===== config.mk =====
export PLATFORM = sky130hd
export DESIGN_NAME = agu_issue_queue_param_flat
export DESIGN_NICKNAME = d
export VERILOG_FILES = /design/src/rtl/agu_issue_queue_param_pkg.sv /design/src/rtl/agu_issue_queue_param_if.sv /design/src/rtl/agu_issue_queue_param_entry.sv /design/src/rtl/agu_issue_queue_param.sv /design/src/flat_wrapper.sv
export SDC_FILE = /design/constraint.sdc
export NUM_CORES = 1
export LEC_CHECK = 0
export BUFFER_PORTS_ARGS = -buffer_cell sky130_fd_sc_hd__buf_4
export CORE_UTILIZATION = 50
export DETAILED_ROUTE_END_ITERATION = 10
export PLACE_DENSITY = 0.66
export SYNTH_ARGS = -nofsm -noshare
export SYNTH_HDL_FRONTEND = slang
export SYNTH_SLANG_ARGS = --single-unit
export TNS_END_PERCENT = 100

===== constraint.sdc =====
create_clock -name clk -period 14.7 [get_ports clk]
set_input_delay 2.94 -clock clk [delete_from_list [all_inputs] [get_ports clk]]
set_output_delay 2.94 -clock clk [all_outputs]
set_load 0.02 [all_outputs]

===== src/rtl/agu_issue_queue_param_pkg.sv =====
// Shared types for the AGU issue queue.
// Contents:
//   AGU_DATA_W / AGU_TAG_W  widest operand and tag the entry storage holds
//   agu_entry_t             one reservation slot (payload plus operand valid bits)
//   entry_src_e             next-state source chosen by the top for each slot
//   tag_match()             CDB wakeup condition for one operand
package agu_queue_pkg;

  localparam int AGU_DATA_W = 32;
  localparam int AGU_TAG_W  = 6;

  typedef struct packed {
    logic                  valid;
    logic [AGU_DATA_W-1:0] op1_data;
    logic [AGU_TAG_W-1:0]  op1_tag;
    logic                  op1_vld;
    logic [AGU_DATA_W-1:0] op2_data;
    logic [AGU_TAG_W-1:0]  op2_tag;
    logic                  op2_vld;
    logic [AGU_TAG_W-1:0]  rd_tag;
    logic                  rd_vld;
    logic [2:0]            funct3;
    logic                  ls;
    logic [AGU_DATA_W-1:0] imm;
  } agu_entry_t;

  // HOLD keeps the slot, ABOVE collapses the next-younger slot down,
  // DISP writes the newly dispatched op.
  typedef enum logic [1:0] {
    SRC_HOLD  = 2'd0,
    SRC_ABOVE = 2'd1,
    SRC_DISP  = 2'd2
  } entry_src_e;

  // An operand wakes when it is still waiting and the CDB carries its tag.
  function automatic logic tag_match(input logic                 vld,
                                     input logic                 cdb_valid,
                                     input logic [AGU_TAG_W-1:0] tag,
                                     input logic [AGU_TAG_W-1:0] cdb_tag);
    return !vld && cdb_valid && (tag == cdb_tag);
  endfunction

endpackage


===== src/rtl/agu_issue_queue_param_if.sv =====
// Dispatch / CDB / issue bundle between the rename stage, the AGU and the queue.
// master: drives flush, disp_*, cdb_*, iss_ready; observes iss_*, full, empty, count
// slave : the queue itself (mirror of master)
interface agu_iq_if #(
  parameter int DEPTH  = 4,
  parameter int DATA_W = 32,
  parameter int TAG_W  = 6
);
  localparam int CNT_W = $clog2(DEPTH + 1);

  logic              flush;
  logic              disp_valid;
  logic [DATA_W-1:0] disp_op1_data;
  logic [TAG_W-1:0]  disp_op1_tag;
  logic              disp_op1_vld;
  logic [DATA_W-1:0] disp_op2_data;
  logic [TAG_W-1:0]  disp_op2_tag;
  logic              disp_op2_vld;
  logic [TAG_W-1:0]  disp_rd_tag;
  logic              disp_rd_vld;
  logic [2:0]        disp_funct3;
  logic              disp_ls;
  logic [DATA_W-1:0] disp_imm;
  logic              cdb_valid;
  logic [TAG_W-1:0]  cdb_tag;
  logic [DATA_W-1:0] cdb_data;
  logic              iss_ready;
  logic              iss_valid;
  logic [DATA_W-1:0] iss_op1;
  logic [DATA_W-1:0] iss_op2;
  logic [DATA_W-1:0] iss_imm;
  logic [TAG_W-1:0]  iss_rd_tag;
  logic              iss_rd_vld;
  logic              iss_ls;
  logic [2:0]        iss_funct3;
  logic              full;
  logic              empty;
  logic [CNT_W-1:0]  count;

  modport master (
    output flush, disp_valid, disp_op1_data, disp_op1_tag, disp_op1_vld,
           disp_op2_data, disp_op2_tag, disp_op2_vld, disp_rd_tag, disp_rd_vld,
           disp_funct3, disp_ls, disp_imm, cdb_valid, cdb_tag, cdb_data, iss_ready,
    input  iss_valid, iss_op1, iss_op2, iss_imm, iss_rd_tag, iss_rd_vld, iss_ls,
           iss_funct3, full, empty, count
  );

  modport slave (
    input  flush, disp_valid, disp_op1_data, disp_op1_tag, disp_op1_vld,
           disp_op2_data, disp_op2_tag, disp_op2_vld, disp_rd_tag, disp_rd_vld,
           disp_funct3, disp_ls, disp_imm, cdb_valid, cdb_tag, cdb_data, iss_ready,
    output iss_valid, iss_op1, iss_op2, iss_imm, iss_rd_tag, iss_rd_vld, iss_ls,
           iss_funct3, full, empty, count
  );
endinterface


===== src/rtl/agu_issue_queue_param_entry.sv =====
// One reservation slot of the AGU issue queue.
// Ports:
//   clk, rst         clock, synchronous active-high reset
//   flush_i          clears the slot (wins over everything else)
//   src_i            next-state source: hold / collapse from above / dispatch write
//   above_i          contents of the next-younger slot
//   disp_i           newly dispatched op
//   cdb_*_i          result broadcast used for operand wakeup
//   entry_o, rdy_o   registered slot contents and issue readiness
module agu_queue_entry
  import agu_queue_pkg::*;
(
  input  logic                  clk,
  input  logic                  rst,
  input  logic                  flush_i,
  input  entry_src_e            src_i,
  input  agu_entry_t            above_i,
  input  agu_entry_t            disp_i,
  input  logic                  cdb_valid_i,
  input  logic [AGU_TAG_W-1:0]  cdb_tag_i,
  input  logic [AGU_DATA_W-1:0] cdb_data_i,
  output agu_entry_t            entry_o,
  output logic                  rdy_o
);

  agu_entry_t entry_q, entry_d, base;

  // Wakeup is applied after the source mux, so a slot collapsing down or a
  // freshly dispatched op still captures a same-cycle CDB broadcast.
  always_comb begin
    // NOTE: every variable gets a default before any branch so no latch is inferred.
    base = entry_q;
    unique case (src_i)
      SRC_ABOVE: base = above_i;
      SRC_DISP:  base = disp_i;
      default:   base = entry_q;
    endcase

    entry_d = base;
    if (base.valid && tag_match(base.op1_vld, cdb_valid_i, base.op1_tag, cdb_tag_i)) begin
      entry_d.op1_data = cdb_data_i;
      entry_d.op1_vld  = 1'b1;
    end
    if (base.valid && tag_match(base.op2_vld, cdb_valid_i, base.op2_tag, cdb_tag_i)) begin
      entry_d.op2_data = cdb_data_i;
      entry_d.op2_vld  = 1'b1;
    end
    if (flush_i) entry_d.valid = 1'b0;
  end

  // NOTE: sequential state uses non-blocking assignments only.
  // NOTE: only the valid bit is reset; payload is don't-care while invalid.
  always_ff @(posedge clk) begin
    if (rst) entry_q.valid <= 1'b0;
    else     entry_q       <= entry_d;
  end

  assign entry_o = entry_q;
  assign rdy_o   = entry_q.valid & entry_q.op1_vld & entry_q.op2_vld;

endmodule


===== src/rtl/agu_issue_queue_param.sv =====
// DEPTH-entry collapsing reservation queue in front of the AGU.
// Accepts dispatched ld/st ops, wakes operands from the CDB by tag and issues
// one ready op per cycle (oldest-ready for MODE 0, head-only for MODE 1).
// Slot 0 is always the oldest entry; popping collapses younger entries down.
// Ports:
//   clk, rst  clock, synchronous active-high reset
//   bus       agu_iq_if.slave: flush, dispatch, CDB, issue handshake, full/empty/count
// DATA_W/TAG_W may not exceed AGU_DATA_W/AGU_TAG_W; entries store zero-extended values.
module agu_issue_queue_param
  import agu_queue_pkg::*;
#(
  parameter int DEPTH  = 4,
  parameter int DATA_W = AGU_DATA_W,
  parameter int TAG_W  = AGU_TAG_W,
  parameter int MODE   = 0
) (
  input logic     clk,
  input logic     rst,
  agu_iq_if.slave bus
);

  localparam int CNT_W = $clog2(DEPTH + 1);
  localparam int IDX_W = $clog2(DEPTH);

  agu_entry_t           entries [DEPTH];
  agu_entry_t           above   [DEPTH];
  entry_src_e           src     [DEPTH];
  logic [DEPTH-1:0]     rdy;
  agu_entry_t           disp_e;
  agu_entry_t           sel_e;
  logic                 sel_valid;
  logic [IDX_W-1:0]     sel_idx;
  logic                 pop, accept;
  logic [CNT_W-1:0]     count_q, count_d, disp_slot;
  logic                 full_q, empty_q;

  always_comb begin
    disp_e          = '0;
    disp_e.valid    = 1'b1;
    disp_e.op1_data = AGU_DATA_W'(bus.disp_op1_data);
    disp_e.op1_tag  = AGU_TAG_W'(bus.disp_op1_tag);
    disp_e.op1_vld  = bus.disp_op1_vld;
    disp_e.op2_data = AGU_DATA_W'(bus.disp_op2_data);
    disp_e.op2_tag  = AGU_TAG_W'(bus.disp_op2_tag);
    disp_e.op2_vld  = bus.disp_op2_vld;
    disp_e.rd_tag   = AGU_TAG_W'(bus.disp_rd_tag);
    disp_e.rd_vld   = bus.disp_rd_vld;
    disp_e.funct3   = bus.disp_funct3;
    disp_e.ls       = bus.disp_ls;
    disp_e.imm      = AGU_DATA_W'(bus.disp_imm);
  end

  // Select from registered readiness only, so wakeups take effect next cycle.
  always_comb begin
    sel_valid = 1'b0;
    sel_idx   = '0;
    if (MODE == 1) begin
      sel_valid = rdy[0];
    end else begin
      for (int i = DEPTH - 1; i >= 0; i--) begin
        if (rdy[i]) begin
          sel_valid = 1'b1;
          sel_idx   = IDX_W'(i);
        end
      end
    end
  end

  // Full is the registered flag: a full queue refuses dispatch even while popping.
  assign pop       = sel_valid & bus.iss_ready & ~bus.flush;
  assign accept    = bus.disp_valid & ~full_q & ~bus.flush;
  assign disp_slot = count_q - CNT_W'(pop);
  assign count_d   = bus.flush ? '0 : count_q + CNT_W'(accept) - CNT_W'(pop);

  // Slots at or above the popped index collapse down; the dispatch slot is
  // count - pop, which after a pop is the one vacated by the collapse.
  always_comb begin
    for (int i = 0; i < DEPTH; i++) begin
      src[i] = SRC_HOLD;
      if (pop && (IDX_W'(i) >= sel_idx))
        src[i] = (accept && (CNT_W'(i) == disp_slot)) ? SRC_DISP : SRC_ABOVE;
      else if (accept && (CNT_W'(i) == disp_slot))
        src[i] = SRC_DISP;
    end
  end

  for (genvar g = 0; g < DEPTH; g++) begin : g_slot
    if (g == DEPTH - 1) begin : g_top
      assign above[g] = '0;
    end else begin : g_mid
      assign above[g] = entries[g+1];
    end

    agu_queue_entry u_entry (
      .clk         (clk),
      .rst         (rst),
      .flush_i     (bus.flush),
      .src_i       (src[g]),
      .above_i     (above[g]),
      .disp_i      (disp_e),
      .cdb_valid_i (bus.cdb_valid),
      .cdb_tag_i   (AGU_TAG_W'(bus.cdb_tag)),
      .cdb_data_i  (AGU_DATA_W'(bus.cdb_data)),
      .entry_o     (entries[g]),
      .rdy_o       (rdy[g])
    );
  end

  always_ff @(posedge clk) begin
    if (rst) begin
      count_q <= '0;
      full_q  <= 1'b0;
      empty_q <= 1'b1;
    end else begin
      count_q <= count_d;
      full_q  <= (count_d == CNT_W'(DEPTH));
      empty_q <= (count_d == '0);
    end
  end

  assign sel_e = entries[sel_idx];

  assign bus.iss_valid  = sel_valid;
  assign bus.iss_op1    = DATA_W'(sel_e.op1_data);
  assign bus.iss_op2    = DATA_W'(sel_e.op2_data);
  assign bus.iss_imm    = DATA_W'(sel_e.imm);
  assign bus.iss_rd_tag = TAG_W'(sel_e.rd_tag);
  assign bus.iss_rd_vld = sel_e.rd_vld;
  assign bus.iss_ls     = sel_e.ls;
  assign bus.iss_funct3 = sel_e.funct3;
  assign bus.full       = full_q;
  assign bus.empty      = empty_q;
  assign bus.count      = count_q;

endmodule

===== src/flat_wrapper.sv =====
// flat-port wrapper written by rule: the top's interface ports become plain ports
module agu_issue_queue_param_flat import agu_queue_pkg::*;
#(
  parameter int DEPTH  = 4,
  parameter int DATA_W = AGU_DATA_W,
  parameter int TAG_W  = AGU_TAG_W,
  parameter int MODE   = 0
)
  (clk, rst, bus_flush, bus_disp_valid, bus_disp_op1_data, bus_disp_op1_tag, bus_disp_op1_vld, bus_disp_op2_data, bus_disp_op2_tag, bus_disp_op2_vld, bus_disp_rd_tag, bus_disp_rd_vld, bus_disp_funct3, bus_disp_ls, bus_disp_imm, bus_cdb_valid, bus_cdb_tag, bus_cdb_data, bus_iss_ready, bus_iss_valid, bus_iss_op1, bus_iss_op2, bus_iss_imm, bus_iss_rd_tag, bus_iss_rd_vld, bus_iss_ls, bus_iss_funct3, bus_full, bus_empty, bus_count);
  agu_iq_if #(.DEPTH(DEPTH), .DATA_W(DATA_W), .TAG_W(TAG_W)) bus_i ();
  input logic clk;
  input logic rst;
  input wire logic [$bits(bus_i.flush)-1:0] bus_flush;
  input wire logic [$bits(bus_i.disp_valid)-1:0] bus_disp_valid;
  input wire logic [$bits(bus_i.disp_op1_data)-1:0] bus_disp_op1_data;
  input wire logic [$bits(bus_i.disp_op1_tag)-1:0] bus_disp_op1_tag;
  input wire logic [$bits(bus_i.disp_op1_vld)-1:0] bus_disp_op1_vld;
  input wire logic [$bits(bus_i.disp_op2_data)-1:0] bus_disp_op2_data;
  input wire logic [$bits(bus_i.disp_op2_tag)-1:0] bus_disp_op2_tag;
  input wire logic [$bits(bus_i.disp_op2_vld)-1:0] bus_disp_op2_vld;
  input wire logic [$bits(bus_i.disp_rd_tag)-1:0] bus_disp_rd_tag;
  input wire logic [$bits(bus_i.disp_rd_vld)-1:0] bus_disp_rd_vld;
  input wire logic [$bits(bus_i.disp_funct3)-1:0] bus_disp_funct3;
  input wire logic [$bits(bus_i.disp_ls)-1:0] bus_disp_ls;
  input wire logic [$bits(bus_i.disp_imm)-1:0] bus_disp_imm;
  input wire logic [$bits(bus_i.cdb_valid)-1:0] bus_cdb_valid;
  input wire logic [$bits(bus_i.cdb_tag)-1:0] bus_cdb_tag;
  input wire logic [$bits(bus_i.cdb_data)-1:0] bus_cdb_data;
  input wire logic [$bits(bus_i.iss_ready)-1:0] bus_iss_ready;
  output wire logic [$bits(bus_i.iss_valid)-1:0] bus_iss_valid;
  output wire logic [$bits(bus_i.iss_op1)-1:0] bus_iss_op1;
  output wire logic [$bits(bus_i.iss_op2)-1:0] bus_iss_op2;
  output wire logic [$bits(bus_i.iss_imm)-1:0] bus_iss_imm;
  output wire logic [$bits(bus_i.iss_rd_tag)-1:0] bus_iss_rd_tag;
  output wire logic [$bits(bus_i.iss_rd_vld)-1:0] bus_iss_rd_vld;
  output wire logic [$bits(bus_i.iss_ls)-1:0] bus_iss_ls;
  output wire logic [$bits(bus_i.iss_funct3)-1:0] bus_iss_funct3;
  output wire logic [$bits(bus_i.full)-1:0] bus_full;
  output wire logic [$bits(bus_i.empty)-1:0] bus_empty;
  output wire logic [$bits(bus_i.count)-1:0] bus_count;
  assign bus_i.flush = bus_flush;
  assign bus_i.disp_valid = bus_disp_valid;
  assign bus_i.disp_op1_data = bus_disp_op1_data;
  assign bus_i.disp_op1_tag = bus_disp_op1_tag;
  assign bus_i.disp_op1_vld = bus_disp_op1_vld;
  assign bus_i.disp_op2_data = bus_disp_op2_data;
  assign bus_i.disp_op2_tag = bus_disp_op2_tag;
  assign bus_i.disp_op2_vld = bus_disp_op2_vld;
  assign bus_i.disp_rd_tag = bus_disp_rd_tag;
  assign bus_i.disp_rd_vld = bus_disp_rd_vld;
  assign bus_i.disp_funct3 = bus_disp_funct3;
  assign bus_i.disp_ls = bus_disp_ls;
  assign bus_i.disp_imm = bus_disp_imm;
  assign bus_i.cdb_valid = bus_cdb_valid;
  assign bus_i.cdb_tag = bus_cdb_tag;
  assign bus_i.cdb_data = bus_cdb_data;
  assign bus_i.iss_ready = bus_iss_ready;
  assign bus_iss_valid = bus_i.iss_valid;
  assign bus_iss_op1 = bus_i.iss_op1;
  assign bus_iss_op2 = bus_i.iss_op2;
  assign bus_iss_imm = bus_i.iss_imm;
  assign bus_iss_rd_tag = bus_i.iss_rd_tag;
  assign bus_iss_rd_vld = bus_i.iss_rd_vld;
  assign bus_iss_ls = bus_i.iss_ls;
  assign bus_iss_funct3 = bus_i.iss_funct3;
  assign bus_full = bus_i.full;
  assign bus_empty = bus_i.empty;
  assign bus_count = bus_i.count;
  agu_issue_queue_param #(.DEPTH(DEPTH), .DATA_W(DATA_W), .TAG_W(TAG_W), .MODE(MODE)) u_core (.clk(clk), .rst(rst), .bus(bus_i));
endmodule

Word level (Yosys, flattened, before mapping)
Index checks and enable logic that the tools add are counted.
{ "op_classes": {"order_cmp": 5, "div": 0, "n_reduce_logical": 67, "bitwise_logic": 16, "muxes": 36, "n_mul": 0, "add_sub_neg": 3, "eq_ne": 20, "shifts": 0} }
{ "ops": {"columns": ["cell", "n"], "rows": [
  ["$pmux W122 S2", 4],
  ["$mux W32", 8],
  ["$bmux W122 S2", 1],
  ["$mux W121", 2],
  ["$eq A6 B6 Y1", 8],
  ["$logic_and A1 B1 Y1", 32],
  ["$mux W2", 16],
  ["$reduce_and A2 Y1", 12],
  ["$reduce_bool A3 Y1", 8],
  ["$and A1 B1 Y1", 12],
  ["$eq A2 B1 Y1 const B", 4],
  ["$eq A2 B2 Y1 const B", 4],
  ["$logic_not A1 Y1", 8],
  ["$reduce_bool A2 Y1", 4],
  ["$eq A2 B3 Y1 const A", 2],
  ["$logic_not A3 Y1", 2],
  ["$sub A3 B1 Y3", 2],
  ["$ge A1 B2 Y1 const A", 2],
  ["$ge A2 B2 Y1 const A", 2],
  ["$mux W1", 4],
  ["$add A3 B1 Y3", 1],
  ["$eq A1 B3 Y1 const A", 1],
  ["$eq A3 B3 Y1 const B", 1],
  ["$ge A3 B3 Y1 const B", 1],
  ["other kinds (4)", 6]
]} }
{ "totals": {"out_inout_bits": 113, "register_bits": 493, "romBits": 0, "ramBits": 0, "wordCells": 198, "input_bits": 165, "memories": 0, "latchBits": 0} }

Depth between registers and ports, before layout
{ "logic_depth": {"word_depth": 21, "depth_mapped": 19, "mapped_depth_nobuf": 12} }

Cells and area by module
Synthesis repeated with hierarchy kept, for this count alone.
{ "unflattened": {"hier_cells": 2705, "area_unflattened_um2": 29769.8} }
{ "modules_own_cells": {"columns": ["module", "cells_per_inst", "seq_area_each_um2", "area_each_um2", "n_inst"], "rows": [
  ["agu_queue_entry (u_core.g_slot[1].u_entry ...)", 536, 3653.5, 6678.9, 3],
  ["agu_queue_entry (u_core.g_slot[0].u_entry)", 551, 3653.5, 6602.6, 1],
  ["agu_issue_queue_param", 546, 100.1, 3130.5, 1]
]} }

Worst setup path before layout
No wires, ideal clock.
{ "synth_path": {"path_kind": "in2reg", "from": "input bus_flush", "to": "register u_core.g_slot[2].u_entry.entry_q, in the netlist u_core.g_slot[2].u_entry.entry_o[50], enable pin", "slack_ns": 6.301, "required_ns": 14.268, "t_arrival_ns": 7.967, "n_path_buf": 6, "setup_ns": 0.432, "stages": 17, "cell_sequence": "nand2b_1 -> clkbuf_1 -> a41oi_1 -> buf_2 -> ha_1 -> inv_1 -> ha_1 -> clkbuf_1 -> nand2_1 -> nor3_1 -> buf_2 -> nor3_1 -> a2111oi_0 -> nand4_1 -> buf_2 -> buf_2 -> a21oi_1"} }
{ "synth_via": {"elab_chain_len": 15, "word_cells_on_any_way": 20, "classes_between": "add/sub: 1; eq/ne: 4; mux: 4; bitwise: 3; reduce/logical: 8"} }
{ "synth_rtl": {"columns": ["element", "line_no", "source"], "rows": [
  ["start: declaration", "flat_wrapper.sv:13", "input wire logic [$bits(bus_i.flush)-1:0] bus_flush;"],
  ["$not A1 Y1 *", "agu_issue_queue_param.sv:70, agu_issue_queue_param.sv:71", null],
  ["$and A1 B1 Y1", "agu_issue_queue_param.sv:70", "assign pop = sel_valid & bus.iss_ready & ~bus.flush;"],
  ["$sub A3 B1 Y3", "agu_issue_queue_param.sv:72", "assign disp_slot = count_q - CNT_W'(pop);"],
  ["$eq A2 B3 Y1", "agu_issue_queue_param.sv:81, agu_issue_queue_param.sv:82", null],
  ["$logic_and A1 B1 Y1", "agu_issue_queue_param.sv:81, agu_issue_queue_param.sv:82", null],
  ["$mux W2, on equally long branches", "agu_issue_queue_param.sv:81, agu_issue_queue_param.sv:82", null],
  ["$mux W2 *", "agu_issue_queue_param.sv:80", "if (pop && (IDX_W'(i) >= sel_idx))"],
  ["branches (longest 6 deep; another with $pmux W122 S2)", null, null],
  ["$reduce_bool A3 Y1 (no line) *", null, null],
  ["$reduce_and A2 Y1 (no line) *", null, null],
  ["end signal: assignment", "agu_issue_queue_param_entry.sv:55", "else entry_q <= entry_d;"],
  ["end: declaration", "agu_issue_queue_param_entry.sv:26", "agu_entry_t entry_q, entry_d, base;"]
]} }
Mark *: on every way between the ends.
A chain may end at the register's enable or synchronous reset.

==> reports/results.ini <==
[cells_and_area]
postLayoutCellArea_um2 = 32110
regArea_um2 = 14710
finalNonFillerCells = 3657
area_growth_syn_to_layout_pct = 15.03
filler_cell_count = 4777
proportion_of_layout_cells_with_a_drive_suffix_above_1_pct = 14.96
final_nets = 3033
multi_input_area_um2 = 12120

[power_and_ir_drop]
power.share.sequential_pct = 50.0
power_switching_share_pct = 23.77
peak_supply_drop_mv = 0.08710
p_switching_uw = 748.2
power.share.clock_pct = 42.4
share_comb_of_total_power_pct = 7.6
internal-power_mw = 2.399
static-leakage-power_nw = 13.17
p_per_area_nw_per_um2 = 98.02

[setup_path]
worst-r2r-setup-slack_ns = 7.65
timing_worst_setup_path_type = in -> reg
crit-reg2reg-capture = u_core.g_slot[0].u_entry.entry_o[91]
cp.required_ns = 15.00
arrival_ns = 9.62
worst_r2r_startpoint = u_core.g_slot[1].u_entry.entry_o[43]
ff2ff_path_depth = 16
worst_setup_sp_type = input pin
worst_setup_path_end_kind = register
crit_fanout = 67

[timing]
report.final.hold_viol_count = 0
hold_ws_ns = 0.5448
max_clock_freq_mhz = 107.4
post-route-period-util_pct = 63.36
final.min_clock_period_ns = 9.314
fin_tns_setup_ns = 0
max-slew-margin-rel_pct = 18.14
maxSlewViolCount = 0
clock_skew_ns = 0.01535
rsz_0062_raised_after_global_routing = false
worst_pin_slew_ns = 1.228
setup_viol = 0

[drt]
detail_route.wirelength.met1_um = 36860
vias_after_detailed_routing = 23530
detail-route-antenna-nets = 0
wl_um = 92670
dr_wl_met2_um = 43870
drc_violations_left = 0
drt_iter0_markers = 2709
maxUsedRoutingLayer = met5
post_drt_via_cell_ratio = 6.435
met3_wirelength_um = 8441
length_of_the_first_detailed_routing_pass_in_iterations = 6
detailed_route_wire_length_per_cell_um = 25.34

[clocking]
cts_htree_levels = 2
root_buffer = clkbuf_16
clk_transition_reported_paths_ns = 0.06
insertion_delay_ns = 0.62
cts.path.max_buffers = 3
post-cts-setup-buffer-count = 0
tritoncts = built
cts_hold_repair.buffers = 0
postCtsResizedCells = 0
cts_made_buffers = 55
cts.sinks = 493

[synthesis]
largest_family_of_logic_cells_by_synthesized_area = simple AND/OR/NAND/NOR gates
synth_seq_area_share_pct = 52.71
synth-adder-area-share_pct = 0.2510
synthesis.nets = 2900
synth-compound-area-share_pct = 14.09
ys.warnings.count = 0
fraction_of_registers_with_async_set_or_reset_after_synthesis_pct = 0
avgSynthCellArea_um2 = 10.23
synth_xor_area_share_pct = 0.9412
synth_edf_count = 484
yosys_most_used_dff = edfxtp_1
post_synth_instance_area_um2 = 27920
post_synth_and_or_nand_nor_area_fraction_pct = 17.90
synth_mux_area_share_pct = 9.506
post_synthesis_cells = 2730
yosys_register_bits = 493
post_synth_num_cell_types = 63

[global_route]
via_count_of_the_first_global_routing_pass = 23250
grt_max_degree = 100
first_pass_grt_wire_length_um = 139400
grtUsageTotal_pct = 31.94
antenna_violations_before_repair = 4
grt-ovfl-total = 0

[flow_run]
cap_violations = 0

[floorplan]
die_y_um = 238.3
start_util_pct = 50.67
coreArea_um2 = 55090
design.die.area_um2 = 56780
io-pin-count = 278
placement_rows = 86
die_w_um = 238.3

[worst_hold_path]
worst_hold_startpoint = u_core.g_slot[0].u_entry.entry_o[121]
worst_hold_path.num_cells = 2
hold_path.class = reg -> reg
whs_endpoint = u_core.g_slot[0].u_entry.entry_o[121]

[place]
routabilityCongestion = 0.9421
hpwlAfterDp_um = 54090
placed_instance_area_um2 = 30410
io_buffers = 277
post-place-cells = 3554

[status]
status = complete, no violations

[through the flow]
| stage | setup WS (ns) | power (mW) | util, % |
|---|---|---|---|
| global placement | 4.987 | 1.835 | 55.20 |
| global route | 5.107 | 3.225 | 58.28 |
| floorplan | 6.301 | 1.715 | - |
| CTS | 5.497 | 3.155 | 58.28 |
| finish | 5.386 | 3.148 | 58.29 |
| detailed placement | 4.860 | 1.839 | 55.20 |
[cells in the final DEF, fill, tap and decap left out, types with 26 or more instances in the layout]
master	count
o21ai_0	33
a211oi_1	113
a31oi_1	129
and2_1	157
mux2i_1	264
xnor2_1	26
nand2_1	486
edfxtp_1	484
clkbuf_16	56
a21oi_1	147
buf_4	324
a22oi_1	69
nand3_1	107
nor2_1	58
and3_1	134
a22o_1	46
inv_1	49
[how the worst max path moves through the flow]
| stage | end | start | slack [ns] | cells after the start |
|---|---|---|---|---|
| floorplan | u_core.g_slot[2].u_entry.entry_o[50] | bus_flush | 6.30 | 17 |
| detailed placement | u_core.g_slot[0].u_entry.entry_o[90] | bus_flush | 4.86 | 17 |
| global route | u_core.g_slot[0].u_entry.entry_o[91] | bus_flush | 5.11 | 17 |
| finish | u_core.g_slot[0].u_entry.entry_o[91] | bus_flush | 5.39 | 17 |
| CTS | u_core.g_slot[0].u_entry.entry_o[92] | bus_flush | 5.50 | 17 |
| global placement | u_core.g_slot[0].u_entry.entry_o[93] | bus_flush | 4.99 | 17 |
[routing by layer]
layer / global-route usage [%] / vias to the layer above
li1: - / 10420
met1: 42.41 / 11570
met2: 52.15 / 1306
met3: 5.125 / 232
met4: 13.09 / 8
met5: 0 / -
[critical path, cell delays in order]
cell	delay, ns
buf_4	0.14
nand2b_1	0.52
a41oi_1	0.37
buf_4	0.27
ha_1	0.21
inv_1	0.07
ha_1	0.57
nand2b_1	0.48
or3_4	0.84
buf_4	0.74
a31oi_1	0.21
a22oi_1	0.23
and4b_1	0.27
o2111ai_4	0.12
buf_4	0.39
a21oi_4	0.69
buf_4	0.38
[kinds of logic (layout without fill, tap and decap cells)]
kind of cell / after synthesis / after routing
AOI/OAI and AO/OA: 596 / 596
xor gates and xnor gates: 30 / 30
adders and majority gates: 5 / 5
buffers and inverters: 304 / 482
DFF: 493 / 493
muxes: 265 / 265
other: 0 / 1
and+or+nand+nor: 1037 / 1037
[cell usage after synthesis (5+ instances only)]
cell        n  area [um2]
a22o_1     46       402.9
o22ai_1     9       56.30
o31ai_1    15       112.6
a21oi_1   154       770.7
o21ai_0    33       165.2
nand3_1   107       535.5
inv_1      50       187.7
buf_1      15       56.30
nand4_1    18       112.6
xnor2_1    26       227.7
a31oi_1   129       807.0
and2_0      5       31.28
a221oi_1    9       78.83
a211oi_1  113       848.3
and2_1    157       982.2
nand2_1   487        1828
nor2_1     65       244.0
or3_1      11       68.82
buf_6      10       112.6
a22oi_1    69       518.0
mux2i_1   264        2643
nor4_1     14       87.58
edfxtp_1  484       14530
dfxtp_1     9       180.2
clkbuf_1  191       716.9
buf_2      20       100.1
and3_1    135       844.6
nor3_1     16       80.08
buf_4      12       90.09
[final cells by class]
type | count | area share, %
Clock inverter | 27 | 0.5767
Multi-Input combinational cell | 1933 | 37.74
Timing Repair Buffer | 324 | 7.575
Clock buffer | 75 | 4.711
Inverter | 56 | 0.6546
Tap cell | 748 | 2.914
Sequential cell | 493 | 45.82
Antenna cell | 1 | 0.007793
[state kept, by name, summed over array words and instances (netlist names)]
signal and cells:
u_core.bus.empty 1, u_core.g_slot.u_entry.entry_o 488, u_core.bus.count 3, u_core.bus.full 1
[power groups by stage]
stage	logic (mW)	registers [mW]	clock network, mW
2_1_floorplan	0.117	1.60	0
3_3_place_gp	0.233	1.60	0
3_5_place_dp	0.237	1.60	0
4_1_cts	0.238	1.57	1.34
5_1_grt	0.256	1.57	1.39
6_report	0.241	1.57	1.33
Note: power is estimated with default switching activity, not from simulation.
